`src/rtl/uart_tx_fifo.sv`:
```
// UART 8N1 transmitter with a byte FIFO in front of it.
// Bytes are sent LSB first, DELAY_FRAMES clock cycles per bit, back to back when queued.
module uart_tx_fifo #(
    parameter int unsigned DELAY_FRAMES = 434,
    parameter int unsigned FIFO_DEPTH   = 16
) (
    input  logic       clk,
    input  logic       reset,
    input  logic [7:0] dataIn,
    input  logic       dataValid,
    output logic       fifoFull,
    output logic       fifoEmpty,
    output logic       overflow,
    output logic       txBusy,
    output logic       byteSent,
    output logic       uartTx
);

    localparam int unsigned AW = $clog2(FIFO_DEPTH);
    localparam int unsigned CW = AW + 1;
    localparam int unsigned DW = $clog2(DELAY_FRAMES);
    localparam logic [CW-1:0] DEPTH_C  = CW'(FIFO_DEPTH);
    localparam logic [DW-1:0] LAST_CYC = DW'(DELAY_FRAMES - 1);

    typedef enum logic [1:0] {IDLE, START, DATA, STOP} state_e;

    state_e        state_q, state_d;
    logic [DW-1:0] cyc_q, cyc_d;
    logic [2:0]    bit_q, bit_d;
    logic [7:0]    shift_q, shift_d;
    logic          tx_d, busy_d, sent_d;

    logic [7:0]    mem_q [FIFO_DEPTH];
    logic [AW-1:0] wptr_q, rptr_q;
    logic [CW-1:0] count_q, count_d;
    logic          overflow_q;
    logic          push, pop;

    assign fifoFull  = (count_q == DEPTH_C);
    assign fifoEmpty = (count_q == '0);
    assign overflow  = overflow_q;
    // Fullness is judged before the edge, so a pop on the same edge never frees a slot early.
    assign push      = dataValid && !fifoFull;

    always_comb begin
        count_d = count_q;
        case ({push, pop})
            2'b10:   count_d = count_q + CW'(1);
            2'b01:   count_d = count_q - CW'(1);
            default: count_d = count_q;
        endcase
    end

    always_ff @(posedge clk) begin
        if (push) begin
            mem_q[wptr_q] <= dataIn;
        end
    end

    always_ff @(posedge clk or posedge reset) begin
        if (reset) begin
            wptr_q     <= '0;
            rptr_q     <= '0;
            count_q    <= '0;
            overflow_q <= 1'b0;
        end else begin
            if (push) wptr_q <= wptr_q + AW'(1);
            if (pop)  rptr_q <= rptr_q + AW'(1);
            count_q    <= count_d;
            overflow_q <= overflow_q | (dataValid & fifoFull);
        end
    end

    // State register, counters and registered line outputs.
    always_ff @(posedge clk or posedge reset) begin
        if (reset) begin
            state_q  <= IDLE;
            cyc_q    <= '0;
            bit_q    <= '0;
            shift_q  <= '0;
            uartTx   <= 1'b1;
            txBusy   <= 1'b0;
            byteSent <= 1'b0;
        end else begin
            state_q  <= state_d;
            cyc_q    <= cyc_d;
            bit_q    <= bit_d;
            shift_q  <= shift_d;
            uartTx   <= tx_d;
            txBusy   <= busy_d;
            byteSent <= sent_d;
        end
    end

    // Next-state logic; STOP pops directly into START so queued frames have no gap.
    always_comb begin
        state_d = state_q;
        cyc_d   = cyc_q;
        bit_d   = bit_q;
        shift_d = shift_q;
        pop     = 1'b0;
        case (state_q)
            IDLE: begin
                if (!fifoEmpty) begin
                    pop     = 1'b1;
                    shift_d = mem_q[rptr_q];
                    state_d = START;
                    cyc_d   = '0;
                    bit_d   = '0;
                end
            end
            START: begin
                if (cyc_q == LAST_CYC) begin
                    cyc_d   = '0;
                    bit_d   = '0;
                    state_d = DATA;
                end else begin
                    cyc_d = cyc_q + DW'(1);
                end
            end
            DATA: begin
                if (cyc_q == LAST_CYC) begin
                    cyc_d = '0;
                    if (bit_q == 3'd7) begin
                        state_d = STOP;
                    end else begin
                        bit_d = bit_q + 3'd1;
                    end
                end else begin
                    cyc_d = cyc_q + DW'(1);
                end
            end
            STOP: begin
                if (cyc_q == LAST_CYC) begin
                    cyc_d = '0;
                    bit_d = '0;
                    if (!fifoEmpty) begin
                        pop     = 1'b1;
                        shift_d = mem_q[rptr_q];
                        state_d = START;
                    end else begin
                        state_d = IDLE;
                    end
                end else begin
                    cyc_d = cyc_q + DW'(1);
                end
            end
            default: state_d = IDLE;
        endcase
    end

    // Output decode from the upcoming state, captured by the output registers.
    always_comb begin
        tx_d   = 1'b1;
        busy_d = (state_d != IDLE);
        sent_d = (state_d == STOP) && (cyc_d == LAST_CYC);
        case (state_d)
            START:   tx_d = 1'b0;
            DATA:    tx_d = shift_d[bit_d];
            default: tx_d = 1'b1;
        endcase
    end

endmodule

```
`config.mk`:
```
export PLATFORM = sky130hd
export DESIGN_NAME = uart_tx_fifo
export DESIGN_NICKNAME = d
export VERILOG_FILES = /design/src/rtl/uart_tx_fifo.sv
export SDC_FILE = /design/constraint.sdc
export NUM_CORES = 1
export LEC_CHECK = 0
export ABC_CLOCK_PERIOD_IN_PS = 5000
export BUFFER_PORTS_ARGS = -buffer_cell sky130_fd_sc_hd__clkbuf_2
export CAP_MARGIN = 5
export CORE_AREA = 2 2 138 140
export DETAILED_ROUTE_END_ITERATION = 8
export DIE_AREA = 0 0 140 142
export PLACE_DENSITY_LB_ADDON = 0.05
export SYNTH_ARGS = -nofsm -noshare
export SYNTH_HDL_FRONTEND = slang
export SYNTH_SLANG_ARGS = --single-unit
```
`constraint.sdc`:
```
create_clock -name clk -period 5 [get_ports clk]
set_input_delay 0.5 -clock clk [delete_from_list [all_inputs] [get_ports clk]]
set_output_delay 0.5 -clock clk [all_outputs]
set_load 0.02 [all_outputs]
```
Yosys cells after proc, flatten, opt, wreduce, memory -nomap -nowiden
Memories as Yosys holds them, arrays and structs flattened.
Index checks and enable logic that the tools add are counted.
{"block": "totals", "elab_cells": 69, "ramBits": 128, "latchBits": 0, "memories": 1, "input_bits": 11, "output_inout_bits": 6, "regBits": 39, "romBits": 0}
{"memory": "mem_q", "depth": 16, "width": 8, "rd": 1, "rd_clocked_by_memory_dff": 0, "wr": 1, "line_no": "33", "source": "logic [7:0] mem_q [FIFO_DEPTH];"}
{"block": "classes", "n_reduce_logical": 9, "n_eq_ne": 12, "multipliers": 0, "shift": 0, "magnitude_cmp": 1, "n_mux": 27, "div_mod_pow": 0, "add_sub_neg": 6, "n_bitwise": 2}
{"operator": "$eq 9x9->1 const B", "n": 2}
{"operator": "$mux 9", "n": 2}
{"operator": "$pmux 9 s2", "n": 1}
{"operator": "$mux 8", "n": 2}
{"operator": "$pmux 8 s2", "n": 1}
{"operator": "$mux 3", "n": 4}
{"operator": "$eq 2x2->1 const B", "n": 5}
{"operator": "$mux 2", "n": 5}
{"operator": "$pmux 5 s2", "n": 1}
{"operator": "$add 9x1->9 const B", "n": 1}
{"operator": "$pmux 3 s3", "n": 1}
{"operator": "$add 4x1->4 const B", "n": 2}
{"operator": "$pmux 2 s4", "n": 1}
{"operator": "$eq 2x1->1 const B", "n": 3}
{"operator": "$mux 1", "n": 6}
{"operator": "$add 5x1->5 const B", "n": 1}
{"operator": "$eq 5x5->1 const B", "n": 1}
{"operator": "$logic_not 5->1", "n": 1}
{"operator": "$sub 5x1->5 const B", "n": 1}
{"operator": "$lt 3x4->1 const B", "n": 1}
{"operator": "$pmux 1 s2", "n": 2}
{"operator": "$reduce_bool 2->1", "n": 2}
{"operator": "$add 3x1->3 const B", "n": 1}
{"operator": "$bmux 1 s3", "n": 1}
{"operator": "8 further kinds", "n": 9}

Logic depth before layout (Yosys ltp)
{"block": "depth", "word_depth": 7, "ltp_mapped": 15, "ltp_nobuf": 14}

Worst setup path after synthesis
Ideal clock, no wire load.
{"block": "synth_timing", "path_type": "register to register", "from": "register state_q[0]", "to": "register count_q[4]", "setup_ns": 0.126, "synth_period_minus_slack_ns": 2.936, "setup_slack_ns": 2.064, "arrival_ns": 2.810, "t_required_ns": 4.874, "path_stages_with_launch": 16, "n_path_buf": 2, "cell_sequence": "dfrtp_1 -> inv_1 -> ha_1 -> clkbuf_1 -> a31oi_1 -> nor3_2 -> clkbuf_1 -> ha_1 -> inv_1 -> fa_1 -> inv_1 -> a21o_1 -> a21oi_1 -> xnor2_1 -> nor2_1 -> xor2_1"}
{"block": "synth_via", "elab_chain_cells": 4, "elab_cells_between_ends": 7, "cone_classes": "eq/ne (3); mux (2); reduce/logical (2)"}
{"element": "start, declared", "line_no": "27", "source": "state_e state_q, state_d;"}
{"element": "start signal, assigned", "line_no": "85", "source": "state_q <= state_d;"}
{"element": "$eq 2x2->1 / $logic_not 2->1 (equally long branches)", "line_no": "102", "source": "case (state_q)"}
{"element": "$pmux 1 s2 *", "line_no": "102"}
{"element": "net pop", "line_no": "37", "source": "logic push, pop;"}
{"element": "$eq 2x1->1 / $eq 2x2->1 (equally long branches)", "line_no": "47", "source": "case ({push, pop})"}
{"element": "$pmux 5 s2 / $reduce_bool 2->1 (equally long branches)"}
{"element": "end signal, assigned", "line_no": "69", "source": "count_q <= count_d;"}
{"element": "end, declared", "line_no": "35", "source": "logic [CW-1:0] count_q, count_d;"}
Mark *: on every way through the listed nets, which the timed path passes. The rest lies on a longest branch.
A chain may end at the register's enable or synchronous reset.

Worst setup path after layout
{"block": "layout_timing", "from": "register rptr_q[0]", "to": "register uartTx"}
{"block": "layout_via", "elab_chain_cells": 7}
{"element": "start, declared", "line_no": "34", "source": "logic [AW-1:0] wptr_q, rptr_q;"}
{"element": "start signal, assigned", "line_no": "68", "source": "if (pop) rptr_q <= rptr_q + AW'(1);"}
{"element": "$mem_v2 16x8 *"}
{"element": "$mux 8 *", "line_no": "104, 137"}
{"element": "$mux 8", "line_no": "134", "source": "if (cyc_q == LAST_CYC) begin"}
{"element": "$pmux 8 s2 *", "line_no": "102"}
{"element": "$bmux 1 s3 *", "line_no": "159", "source": "DATA: tx_d = shift_d[bit_d];"}
{"element": "$mux 1 (not written as such) *", "line_no": "159"}
{"element": "$pmux 1 s2 *", "line_no": "157", "source": "case (state_d)"}
{"element": "net tx_d", "line_no": "31", "source": "logic tx_d, busy_d, sent_d;"}
{"element": "end signal, assigned", "line_no": "89", "source": "uartTx <= tx_d;"}
{"element": "end, declared", "line_no": "16", "source": "output logic uartTx"}
Mark *: on every way through the listed nets, which the timed path passes. The rest lies on a longest branch. The select of a mux whose other input is x is not followed.

==> impl_table.tex <==
\begin{tabular}{lr}
\hline
Metric & Value \\
\hline
\multicolumn{2}{l}{\textbf{Power and ir drop}} \\
Share of power burned in registers & 0.413 \\
Maximum ir drop on the vdd rail & between 200 and 300 uV \\
Internal power & slightly above 3000 uW \\
Power Density & between 500 and 600 nW/um\^{}2 \\
Design Power & approximately 4600 uW \\
Clock share of power & 0.305 \\
Switching part of the total power & 0.330 \\
Switching component of the power & around 1500 uW \\
Logic gate share of total power & 0.282 \\
Leak Pwr & 0.00295 uW \\
\multicolumn{2}{l}{\textbf{Yosys}} \\
Post-synth top area share & 0.533 \\
Leading post-synthesis cells by cell area & sky130\_fd\_sc\_hd\_\_edfxtp\_1, sky130\_fd\_sc\_hd\_\_dfrtp\_1, sky130\_fd\_sc\_hd\_\_mux4\_2 \\
Synthesized instance count & $\sim$460 \\
Largest area contributor in the synthesized netlist & sky130\_fd\_sc\_hd\_\_edfxtp\_1 \\
Net count after synthesis & 484 \\
Synth unique cells & 60 \\
Main synth FF type & sky130\_fd\_sc\_hd\_\_edfxtp\_1 \\
Share of the yosys chip area belonging to registers & 0.669 \\
Mean instance size in the synthesized netlist & about 16 sq um \\
Async set or reset register ratio after synthesis & 0.234 \\
Yosys warnings & 0 \\
Post-Synthesis Cell Area & a little over 7000 sq um \\
Synth Register Bits & 167 \\
Post-synth EDFFs & about 130 \\
\multicolumn{2}{l}{\textbf{Global routing}} \\
Final global-route overflow total & 0 \\
Pin count of the biggest net entering global routing & 40 \\
Vias in the first global route & roughly 4,000 \\
Global-route wire length before repair & between 20 and 25 mm \\
Antenna violations before repair & 0 \\
Aggregate global-route resource usage & 0.172 \\
\multicolumn{2}{l}{\textbf{Clock tree}} \\
Buffers inserted during post-CTS setup optimization & 0 \\
Post-cts hold buffer count & 0 \\
TritonCTS buffer count & 17 \\
Clock tree buffer depth & 2 \\
\# H-tree levels & 4 \\
TritonCTS clock tree & built \\
Total clock sinks & 167 \\
Master cell of the clock root buffer & sky130\_fd\_sc\_hd\_\_clkbuf\_16 \\
Clock Pin Slew Worst Setup and Hold Paths & about 0.070 ns \\
Clock latency on the worst-skew pair & around 0.43 ns \\
Number of gates resized after CTS & 0 \\
\multicolumn{2}{l}{\textbf{Finish}} \\
Register cell area after layout & 4820 sq um \\
Share of layout cells above drive strength 1 & 0.185 \\
Number of antenna repair diodes & 0 \\
Final-layout fill cell count & 1,622 \\
Number of nets in the layout & about 500 \\
Synthesis-to-layout area growth & 13.2\% \\
Area used by multi-input combinational logic & 2210 sq um \\
\multicolumn{2}{l}{\textbf{Worst setup path}} \\
Reg-to-reg startpoint & rptr\_q[0] \\
Crit-path max FO & 21 \\
Type of destination of the critical path & flip-flop \\
Class of the most critical setup path & flip-flop to flip-flop \\
CP arrival & 3.40 ns \\
Most Frequent Cell on Critical Path & sky130\_fd\_sc\_hd\_\_a22oi\_1 \\
Category of the worst setup path launch point & flip-flop \\
Delay of the slowest cell on the worst path & approximately 0.83 ns \\
Cells traversed along the worst timing path & buf\_4 > mux4\_2 > a22oi\_1 > nand2\_1 > mux2\_1 > a22oi\_1 > a211o\_1 > a41oi\_1 \\
Slowest cell on crit path & sky130\_fd\_sc\_hd\_\_dfrtp\_2 \\
Required @ worst endpoint & around 5.3 ns \\
Launch point of the critical path & rptr\_q[0] \\
\multicolumn{2}{l}{\textbf{Route}} \\
Post-Route WL & about 16 mm \\
Routed length per instance & 22.1 microns \\
Number of nets with antenna violations after routing & 0 \\
Detailed-route via count & 3,929 \\
Number of iterations in the first detailed-routing pass & 7 \\
Iteration-0 DRC count of the detailed router & slightly below 300 \\
Via-per-instance ratio & 5.42 \\
Number of DRC violations after detailed routing & 0 \\
\multicolumn{2}{l}{\textbf{STA}} \\
Final setup violation count & 0 \\
Top achievable clock speed & about 0.32 GHz \\
Worst slew margin & 0.260 \\
Final worst path period share & 0.621 \\
Slew at the pin closest to its max-slew limit & about 1.1 ns \\
Worst clock skew & about 0.0097 ns \\
Pins over their slew limit & 0 \\
Final setup slack of the worst path & $\sim$1.9 ns \\
Final hold violations & 0 \\
Min Tclk post-route & between 3 and 4 ns \\
Hold Worst Slack & 0.176 ns \\
Setup repair after global routing missed its margin & no \\
Final sum of negative setup slack & 0 ns \\
\multicolumn{2}{l}{\textbf{Floorplan}} \\
Die area & just under 20,000 sq um \\
Total number of placement rows & 50 \\
IO Count & 17 \\
Starting utilization of the core area & 0.391 \\
Die Height & approximately 140 microns \\
Core area & about 18,000 sq um \\
Width of the die & $\sim$140 microns \\
\multicolumn{2}{l}{\textbf{Placement}} \\
Detailed placer's ending HPWL & between 10 and 15 mm \\
Number of port buffers & 16 \\
Final GP Congestion & 0.771 \\
Worst setup slack before clock tree synthesis & 1.85 ns \\
\multicolumn{2}{l}{\textbf{Job}} \\
Max capacitance violation total & 0 \\
\multicolumn{2}{l}{\textbf{Hold path}} \\
Kind of path behind the tightest hold check & input pin to async pin \\
\multicolumn{2}{l}{\textbf{Run status}} \\
Result of the run & finished clean \\
\hline
\end{tabular}
-- metal layers --
layer | track usage | wire length, microns | share of wire
met3 | 0.0471 | 655 | 0.041
met1 | 0.221 | 7040 | 0.44
met4 | 0.0537 | 228 | 0.014
met2 | 0.287 | 8120 | 0.51
met5 | 0 | 0 | 0
-- through the flow --
stage	utilization	cell area [sq um]	cells
floorplan	-	7210	456
global placement	0.408	7530	694
detailed placement	0.408	7530	694
CTS	0.442	8160	725
global route	0.442	8160	725
finish	0.442	8160	725
-- synthesized netlist by cell type (all sizes together), types with 5 or more instances --
cell type  count
xnor2          7
a21oi          8
nand2         33
a211oi         6
mux4          29
nand2b         7
ha            16
a221oi         5
o21ai         29
inv           16
dfrtp         38
and2          10
nor2          22
buf           10
mux2i         11
clkbuf         9
edfxtp       128
nor3           8
-- critical path, delay by kind of cell (launching register included) --
family	cells	cell delay [ns]
flops	1	0.83
buf+inv	1	0.47
compound gates	4	0.69
mux	2	0.87
simple gates	1	0.12
-- path summary, 6_finish.rpt --
kind | to | slack, ns | cells past startpoint
worst max-delay path | uartTx | 1.89 | 8
worst min-delay path | wptr_q[3] | 0.18 | 3
worst max register to register | uartTx | 1.89 | 8
worst min register to register | overflow | 0.46 | 1
max in group asynchronous | rptr_q[0] | 4.41 | 3
min in group clk | overflow | 0.29 | 2
-- logic make-up after synthesis --
family	Yosys count	share of synthesized area
flops	167	0.669
simple gates	102	0.0729
compound gates	78	0.0722
mux	44	0.116
buf+inv	37	0.0264
fa+ha+maj	17	0.0306
xor+xnor	11	0.0134
-- state kept, by name, indices dropped and copies added (netlist names), 2 cells and up --
register,cells
bit_q,3
shift_q,8
cyc_q,9
state_q,2
count_q,5
rptr_q,4
wptr_q,4
mem_q,128
-- cell type report --
type,instances,area share
inverters,18,0.00889
repair buffers,23,0.0163
clock inverters,14,0.0255
well taps,234,0.0359
flip-flops and latches,167,0.591
multi-input cells,252,0.270
clock buffers,17,0.0521
-- layout by cell type (no fill, tap or decap), drive strengths merged, types with 2 or more instances in the layout --
cell type | synthesis | routed
ha | 16 | 16
edfxtp | 128 | 128
a21oi | 8 | 8
a31oi | 2 | 2
a22o | 3 | 3
a211oi | 6 | 6
bufinv | 0 | 3
xnor2 | 7 | 7
dfrtp | 38 | 38
mux4 | 29 | 29
and2 | 10 | 10
o31ai | 3 | 3
a32oi | 2 | 2
clkinv | 2 | 5
mux2i | 11 | 11
clkbuf | 9 | 33
o21ai | 29 | 29
buf | 10 | 7
and4 | 2 | 2
xor2 | 4 | 4
nand3 | 4 | 4
mux2 | 4 | 4
nand2b | 7 | 7
and3 | 4 | 4
a22oi | 3 | 3
nand2 | 33 | 33
inv | 16 | 23
a221oi | 5 | 5
a211o | 2 | 2
nand4 | 3 | 3
nor2 | 22 | 22
a21o | 4 | 4
nor3 | 8 | 8
o221ai | 4 | 4
nor2b | 4 | 4
-- power by group through the flow --
stage / sequential (uW) / combinational (uW) / clock (uW)
global route: 1930 / 1450 / 1500
detailed placement: 1940 / 1330 / 0
global placement: 1930 / 1310 / 0
CTS: 1910 / 1330 / 1440
finish: 1900 / 1300 / 1410
floorplan: 1830 / 1060 / 0
Note: power is estimated with default switching activity, not from simulation.
